--- config.mk ---
export PLATFORM = sky130hd
export DESIGN_NAME = seg_scan_reader
export DESIGN_NICKNAME = d
export VERILOG_FILES = /design/src/rtl/seg_scan_reader.sv
export SDC_FILE = /design/constraint.sdc
export NUM_CORES = 1
export LEC_CHECK = 0
export BUFFER_PORTS_ARGS = -buffer_cell sky130_fd_sc_hd__buf_4
export CORE_AREA = 4 4 99 101
export DETAILED_ROUTE_END_ITERATION = 8
export DIE_AREA = 0 0 103 105
export PLACE_DENSITY = 0.66
export SYNTH_ARGS = -nofsm -noshare
export SYNTH_HDL_FRONTEND = slang
export SYNTH_SLANG_ARGS = --single-unit
--- constraint.sdc ---
create_clock -name clk -period 3.4 [get_ports clk]
set_clock_uncertainty 0.2 [all_clocks]
set_input_delay 0.17 -clock clk [delete_from_list [all_inputs] [get_ports clk]]
set_output_delay 0.17 -clock clk [all_outputs]
set_load 0.01 [all_outputs]
--- src/rtl/seg_scan_reader.sv ---
// seg_scan_reader: recovers a 4-digit value by watching a multiplexed,
// active-low 7-segment display bus. Each digit must be observed stable for
// STABLE_CNT cycles before it is captured; once all four slots are captured
// the frame is published with a one-cycle valid pulse. A partial frame that
// stalls for TIMEOUT cycles is dropped with a one-cycle timeout pulse.
module seg_scan_reader #(
  parameter int unsigned STABLE_CNT = 4,
  parameter int unsigned TIMEOUT    = 1024
) (
  input  logic        clk,
  input  logic        rst,
  input  logic [3:0]  an,
  input  logic [6:0]  bcn,
  output logic [15:0] digits,
  output logic [3:0]  blank,
  output logic [3:0]  err,
  output logic        valid,
  output logic        timeout
);

  localparam logic [7:0]  LP_STAB      = 8'(STABLE_CNT);
  localparam logic [7:0]  LP_STAB_LAST = 8'(STABLE_CNT - 1);
  localparam logic [15:0] LP_IDLE_LAST = 16'(TIMEOUT - 1);

  typedef enum logic [0:0] {
    S_IDLE    = 1'b0,
    S_COLLECT = 1'b1
  } state_t;

  state_t r_state;
  state_t w_state_nxt;

  logic [10:0] r_prev;
  logic [7:0]  r_stab;
  logic [15:0] r_idle;
  logic [3:0]  r_seen;

  logic [3:0][3:0] r_sh_val;
  logic [3:0]      r_sh_blank;
  logic [3:0]      r_sh_err;

  logic [15:0] r_digits;
  logic [3:0]  r_blank;
  logic [3:0]  r_err;
  logic        r_valid;
  logic        r_timeout;

  logic [10:0] w_sample;
  logic        w_onehot;
  logic [1:0]  w_idx;
  logic [7:0]  w_stab_nxt;
  logic        w_capture;
  logic [3:0]  w_dec_val;
  logic        w_dec_blank;
  logic        w_dec_err;
  logic [3:0]  w_seen_upd;
  logic        w_complete;
  logic        w_to_hit;
  logic [3:0]  w_seen_nxt;
  logic [15:0] w_idle_nxt;

  logic [3:0][3:0] w_sh_val_nxt;
  logic [3:0]      w_sh_blank_nxt;
  logic [3:0]      w_sh_err_nxt;

  assign w_sample = {an, bcn};

  // Classify the digit select: exactly one low bit selects a slot.
  always_comb begin
    w_onehot = 1'b1;
    w_idx    = 2'd0;
    case (an)
      4'b1110: w_idx = 2'd0;
      4'b1101: w_idx = 2'd1;
      4'b1011: w_idx = 2'd2;
      4'b0111: w_idx = 2'd3;
      default: w_onehot = 1'b0;
    endcase
  end

  // Stability counter next value and the single-shot capture strobe.
  always_comb begin
    w_stab_nxt = r_stab;
    if (!w_onehot) begin
      w_stab_nxt = '0;
    end else if (w_sample != r_prev) begin
      w_stab_nxt = 8'd1;
    end else if (r_stab != LP_STAB) begin
      w_stab_nxt = r_stab + 8'd1;
    end
  end

  // Capture fires only on the STABLE_CNT-1 -> STABLE_CNT step, never while saturated.
  assign w_capture = w_onehot && (w_sample == r_prev) && (r_stab == LP_STAB_LAST);

  // Segment pattern decoder (active-low, bit6=a .. bit0=g).
  always_comb begin
    w_dec_val   = 4'hE;
    w_dec_blank = 1'b0;
    w_dec_err   = 1'b0;
    case (bcn)
      7'b0000001: w_dec_val = 4'd0;
      7'b1001111: w_dec_val = 4'd1;
      7'b0010010: w_dec_val = 4'd2;
      7'b0000110: w_dec_val = 4'd3;
      7'b1001100: w_dec_val = 4'd4;
      7'b0100100: w_dec_val = 4'd5;
      7'b0100000: w_dec_val = 4'd6;
      7'b0001111: w_dec_val = 4'd7;
      7'b0000000: w_dec_val = 4'd8;
      7'b0000100: w_dec_val = 4'd9;
      7'b1111111: begin
        w_dec_val   = 4'hF;
        w_dec_blank = 1'b1;
      end
      default: begin
        w_dec_val = 4'hE;
        w_dec_err = 1'b1;
      end
    endcase
  end

  // Shadow slot update; the completed frame includes the capture of this cycle.
  always_comb begin
    w_sh_val_nxt   = r_sh_val;
    w_sh_blank_nxt = r_sh_blank;
    w_sh_err_nxt   = r_sh_err;
    w_seen_upd     = r_seen;
    if (w_capture) begin
      w_sh_val_nxt[w_idx]   = w_dec_val;
      w_sh_blank_nxt[w_idx] = w_dec_blank;
      w_sh_err_nxt[w_idx]   = w_dec_err;
      w_seen_upd            = r_seen | (4'b0001 << w_idx);
    end
  end

  assign w_complete = w_capture && (w_seen_upd == 4'hF);

  // A capture in the limit cycle takes priority over the timeout.
  assign w_to_hit = (r_state == S_COLLECT) && !w_capture && (r_idle == LP_IDLE_LAST);

  // Next-state logic plus seen mask and idle counter.
  always_comb begin
    w_state_nxt = r_state;
    w_seen_nxt  = r_seen;
    w_idle_nxt  = '0;
    case (r_state)
      S_IDLE: begin
        if (w_capture) begin
          w_state_nxt = S_COLLECT;
          w_seen_nxt  = w_seen_upd;
        end
      end
      S_COLLECT: begin
        if (w_complete) begin
          w_state_nxt = S_IDLE;
          w_seen_nxt  = '0;
        end else if (w_capture) begin
          w_seen_nxt  = w_seen_upd;
        end else if (w_to_hit) begin
          w_state_nxt = S_IDLE;
          w_seen_nxt  = '0;
        end else begin
          w_idle_nxt  = r_idle + 16'd1;
        end
      end
      default: begin
        w_state_nxt = S_IDLE;
        w_seen_nxt  = '0;
      end
    endcase
  end

  // Previous-sample register and stability counter.
  always_ff @(posedge clk) begin
    if (rst) begin
      r_prev <= {4'hF, 7'h7F};
      r_stab <= '0;
    end else begin
      r_prev <= w_sample;
      r_stab <= w_stab_nxt;
    end
  end

  // FSM state, seen mask, idle counter and shadow slots.
  always_ff @(posedge clk) begin
    if (rst) begin
      r_state    <= S_IDLE;
      r_seen     <= '0;
      r_idle     <= '0;
      r_sh_val   <= '0;
      r_sh_blank <= '0;
      r_sh_err   <= '0;
    end else begin
      r_state    <= w_state_nxt;
      r_seen     <= w_seen_nxt;
      r_idle     <= w_idle_nxt;
      r_sh_val   <= w_sh_val_nxt;
      r_sh_blank <= w_sh_blank_nxt;
      r_sh_err   <= w_sh_err_nxt;
    end
  end

  // Published frame and one-cycle status pulses.
  always_ff @(posedge clk) begin
    if (rst) begin
      r_digits  <= '0;
      r_blank   <= '0;
      r_err     <= '0;
      r_valid   <= 1'b0;
      r_timeout <= 1'b0;
    end else begin
      r_valid   <= w_complete;
      r_timeout <= w_to_hit;
      if (w_complete) begin
        r_digits <= w_sh_val_nxt;
        r_blank  <= w_sh_blank_nxt;
        r_err    <= w_sh_err_nxt;
      end
    end
  end

  assign digits  = r_digits;
  assign blank   = r_blank;
  assign err     = r_err;
  assign valid   = r_valid;
  assign timeout = r_timeout;

endmodule

* Word-level counts from Yosys, hierarchy flattened
Index checks and enable logic that the tools add are counted.
** Cells by class
- Multiplexer cells :: 28
- Bitwise gates (word level) :: 3
- Shift operators :: 1
- Equal/unequal tests :: 22
- Reduce and logical (&&, ||, !) cells :: 15
- Magnitude comparators :: 2
- $mul :: 0
- Add/sub/neg operators :: 2
- Div/mod/pow operators :: 0
** Operator list (number)
- 4-bit case mux with 11 select lines :: 1
- 4-bit two-way mux :: 8
- 7-bit == test (second input constant) :: 3
- 16-bit by 1-bit adder with 16-bit output (second input constant) :: 1
- 16-bit bitwise mux :: 1
- 16-bit by 10-bit == test with 1-bit output (second input constant) :: 1
- 4-bit == test (second input constant) :: 4
- 16-bit two-way mux :: 1
- 7-bit by 3-bit == test with 1-bit output (second input constant) :: 2
- 7-bit by 6-bit == test with 1-bit output (second input constant) :: 2
- 11-bit == test :: 1
- 11-bit != test :: 1
- 11-bit OR reduction :: 1
- 1-bit two-way mux :: 10
- 8-bit by 1-bit adder with 8-bit output (second input constant) :: 1
- 4-bit bitwise mux :: 2
- 4-bit demux with 2-bit select :: 1
- 8-bit by 2-bit == test with 1-bit output (second input constant) :: 1
- 8-bit by 3-bit != test with 1-bit output (second input constant) :: 1
- 4-bit case mux with 2 select lines :: 1
- 7-bit by 1-bit == test with 1-bit output (second input constant) :: 1
- 7-bit by 4-bit == test with 1-bit output (second input constant) :: 1
- 7-bit by 5-bit == test with 1-bit output (second input constant) :: 1
- 7-bit logical NOT :: 1
- 19 further kinds :: 25
** Word-level totals
- Memories :: 0
- Word-level logic and storage cells :: 90
- Output and inout bits :: 26
- Bits in registers :: 90
- Bits in read-only memories :: 0
- Bits in writable memories :: 0
- Input bits :: 13
- Bits in latches :: 0

* Longest topological paths before layout
- Word-level depth :: 12
- Mapped depth :: 9
- Gate-level depth less buffers :: 7

* Least setup slack after synthesis
No wires, ideal clock.
- Path kind :: reg2reg
- Start :: reg r_prev[8]
- End :: reg r_blank[2], in the netlist blank[2]
- Buffers on the path :: 3
- Slack :: 0.784 ns
- Cell stages (with the launch flop) :: 9
- Library setup time :: 0.142 ns
- Data arrival time :: 2.274 ns
- Required time :: 3.058 ns
- Clock period less this slack :: 2.616 ns
- Cell sequence :: dfxtp_1 xor2_1 or4_1 clkbuf_1 or4b_4 nor3b_2 buf_4 buf_4 a211oi_2
** On the way
- Cells in the longest elaborated chain, start to end :: 6
- Elaborated cells on any way between the ends :: 7
- Classes of those cells :: 2 x eq/ne; 2 x mux; 3 x reduce/logical
** Ends and longest elaborated chain
- start, declared :: RTL line 33 : logic [10:0] r_prev;
- start signal, assigned :: RTL line 177 : r_prev <= {4'hF, 7'h7F};
- start signal, assigned :: RTL line 180 : r_prev <= w_sample;
- 11-bit == test * :: RTL line 94 : assign w_capture = w_onehot && (w_sample == r_prev) && (r_stab == LP_STAB_LAST);
- 1-bit logical AND * (2 in series) :: RTL line 94
- 4-bit two-way mux :: RTL line 129 : if (w_capture) begin
- 4-bit == test :: RTL line 137 : assign w_complete = w_capture && (w_seen_upd == 4'hF);
- 1-bit logical AND :: RTL line 137
- end signal, assigned :: RTL line 217 : r_blank <= w_sh_blank_nxt;
- end, declared :: RTL line 43 : logic [3:0] r_blank;
Mark *: on every way between the ends. The rest lies on a longest branch, timed or not.
A chain may end at the register's enable or synchronous reset.

* Worst setup path in the final report
- Start :: in an[1]
- End :: reg r_digits[7], in the netlist digits[7]
** On the way
- Cells in the longest elaborated chain, start to end :: 8
- Elaborated cells on any way between the ends :: 22
- Classes of those cells :: 2 x order compare; 6 x eq/ne; 1 x shift; 7 x mux; 1 x bitwise; 5 x reduce/logical
** Ends and longest elaborated chain
- start, declared :: RTL line 12 : input logic [3:0] an,
- 4-bit by 3-bit == test with 1-bit output or 4-bit == test (tied branches) :: RTL line 72 : case (an)
- 2-bit case mux with 3 select lines or 4-bit OR reduction (tied branches)
- 2-bit by 3-bit less-than comparator with 1-bit output (implied by the code), or another cell as far along :: RTL line 130 : w_sh_val_nxt[w_idx] = w_dec_val;
- 1-bit logical AND (on tied branches) :: RTL line 130, 94
- 4-bit two-way mux (implied by the code) or 1-bit logical AND (tied branches) :: RTL line 130, 94
- 4-bit demux with 2-bit select or 4-bit two-way mux (tied branches) :: RTL line 130, 129
- 16-bit bitwise mux or 4-bit == test (tied branches) :: RTL line 130, 137
- 16-bit two-way mux or 1-bit logical AND (tied branches) :: RTL line 129, 137
- end signal, assigned :: RTL line 216 : r_digits <= w_sh_val_nxt;
- end, declared :: RTL line 42 : logic [15:0] r_digits;
Several ways; a longest one is shown, not always the timed one.

==> run_results.csv <==
group,metric,value,unit
final_layout,fill_cells,852,
sta,finalCriticalPeriod,3150,ps
final_layout,nets,481,
routing,viasPerCell,5.26,
power,power_leakage,1.59,nW
sta,fin_tns_setup,0,ps
placement,placed_area,4280,sq um
sta,whs,119,ps
die,fp.dieArea,10800,sq um
cts,path_clk_slew,100,ps
critical_path,end_kind,"flop",
yosys,synth_seq_area_share,45.7,%
cts,cts_inserted_buffers,9,
grt,antenna_found_initial,0,
yosys,syn_area_per_cell,9.18,sq um
cts,cts_tree,"done",
critical_path,crit_required,3430,ps
routing,drtPass1Iterations,4,
routing,drc_errors,0,
grt,grt_max_degree,62,
power,finalPower,1.86,mW
yosys,yosysTopAreaCell,"dfxtp_1",
sta,final.period_utilization,92.7,%
routing,vias,3055,
cts,cts.sinks,90,
yosys,async_flop_share,0,%
final_layout,drive_above_1_share,19.1,%
critical_path,slowest_delay,670,ps
placement,hpwl,5880,microns
hold_path,holdCritPathClass,"input pin to flop",
critical_path,worst_path_max_delay_cell,"or4_1",
yosys,yosysMostFrequentCell,"dfxtp_1",
cts,insertion_delay,370,ps
die,die_w,103,microns
flow_run,timing.max_cap.violations,0,
cts,cts_setup_buffers,0,
critical_path,cp_cell_sequence,"dlygate4sd3_1 -> buf_4 -> xor2_1 -> or4_1 -> or4b_4 -> nor2b_1 -> buf_4 -> mux2i_1 -> a211oi_2",
yosys,synth.top_cells.by_count,"dfxtp_1, nor2_1, mux2i_1, xor2_1, nand2_1",
cts,cts_buffer_depth,2,
critical_path,cpMostUsedCell,"buf_4",
sta,max_freq,317,MHz
routing,ant_nets,0,
final_layout,fin_area,4580,sq um
placement,port_buffers,38,
yosys,syn_inst,430,
die,die_h,105,microns
grt,grt-ovfl-total,0,
cts,clockRootBuffer,"clkbuf_8",
power,irDropWorstVdd,0.244,mV
sta,tightest_slew,813,ps
yosys,ys_types,47,
grt,grt_pass1_vias,2947,
yosys,netlist_area,3950,sq um
outcome,status,"complete, no violations",
yosys,netlist_top_cells_area,"dfxtp_1, nor2_1, mux2i_1",
critical_path,path_max_fanout,8,
critical_path,crit_type,"input pin to flop",
die,io_pins,39,
placement,routabilityCongestion,0.861,
yosys,synth.ff_latch_count,90,
sta,slew_headroom,45.3,%
grt,grt_use_total,16.5,%
final_layout,diodes,0,
yosys,yosysWarningCount,0,
cts,htreeDepth,3,
grt,grt_pass1_wl,14300,microns
die,rows,35,
yosys,synthesis.nets,446,
routing,wire_per_inst,14.8,microns
sta,hold_viol_final,0,
sta,drv_slew,0,
critical_path,crit_path_start_kind,"input pin",
yosys,synth_edf_count,0,
yosys,synthFlopType,"dfxtp_1",
die,coreArea,9020,sq um
critical_path,crit_arrival,3180,ps
sta,rsz0062_at_grt,"false",
die,start_util,43.7,%
final_layout,area_delta_synth_final,15.9,%
sta,finalSetupViolCount,0,
routing,drt_iter0_markers,139,
power,cellPowerDensity,406,nW/um^2
routing,wl,8590,microns
yosys,yosysTopAreaCellShare,45.7,%
==> sequential cells by signal, indices dropped and copies added (netlist names) <==
| register | count |
|---|---|
| err | 4 |
| r_sh_blank | 4 |
| valid | 1 |
| r_state | 1 |
| r_prev | 11 |
| timeout | 1 |
| r_stab | 8 |
| r_idle | 16 |
| r_sh_err | 4 |
| digits | 16 |
| r_seen | 4 |
| blank | 4 |
| r_sh_val | 16 |
==> power by group <==
group	switching, mW	internal, mW	total (mW)
clock	0.412	0.278	0.690
combinational	0.0607	0.0404	0.101
sequential	0.00371	1.06	1.06
total	0.477	1.38	1.86
==> routing by layer <==
layer | GRT usage [%] | wire (microns) | up-vias
li1 | - | - | 1559
met4 | 5.00 | 123 | 0
met5 | 0 | 0 | -
met1 | 23.9 | 4320 | 1427
met3 | 4.07 | 367 | 11
met2 | 24.1 | 3780 | 58
==> logic make-up after synthesis <==
family,after synthesis,share of synthesized area (%)
xor gates and xnor gates,32,7.10
buffers and inverters,38,4.34
adders and majority gates,3,0.951
and+or+nand+nor,186,24.8
DFF,90,45.7
AOI/OAI and AO/OA,57,11.1
muxes,24,6.09
==> placed cells by master (no fill, tap or decap), drive strengths merged, types with 11 or more instances in the layout <==
cell	synthesis	final
nand2	22	22
dlygate4sd3	0	11
xor2	24	24
o21ai	11	11
nor3	12	12
nand3	15	15
nor2	69	69
or2	11	11
mux2i	24	24
dfxtp	90	90
a211oi	18	18
buf	11	45
==> what timing repair did <==
item | in CTS | in global routing
gates resized for setup | 0 | 0
endpoints found under the hold margin | 11 | 0
hold buffers | 11 | 0
==> cell type report <==
type / instances / area (sq um) / share of cell area [%]
Multi-Input combinational cell: 302 / 1980 / 43.3
Sequential cell: 90 / 1800 / 39.4
Timing Repair Buffer: 56 / 448 / 9.79
Tap cell: 111 / 139 / 3.04
Clock buffer: 9 / 124 / 2.71
Clock inverter: 7 / 61.3 / 1.34
Inverter: 6 / 22.5 / 0.492
==> metrics by stage <==
step                      util, %  worst slack [ps]  instances
after global placement       47.4               544        554
after CTS                    50.7               304        581
final                        50.7               248        581
after detailed placement     47.4               463        554
after floorplan                 -               784        430
after global routing         50.7               135        581
==> final timing paths <==
kind,startpoint,to,slack [ps],depth (start not counted)
max,an[1],digits[7],250,9
min,rst,r_sh_val[7],120,2
max reg2reg,r_prev[8],digits[7],450,7
min reg2reg,r_idle[0],r_idle[0],270,1
==> worst max-delay path, delay by kind of cell <==
| kind | cells | cell delay (ps) |
|---|---|---|
| xor+xnor | 1 | 170 |
| buf+inv | 3 | 890 |
| mux | 1 | 290 |
| simple gates | 3 | 1560 |
| compound gates | 1 | 110 |
Power figures use the tool's default switching activity.
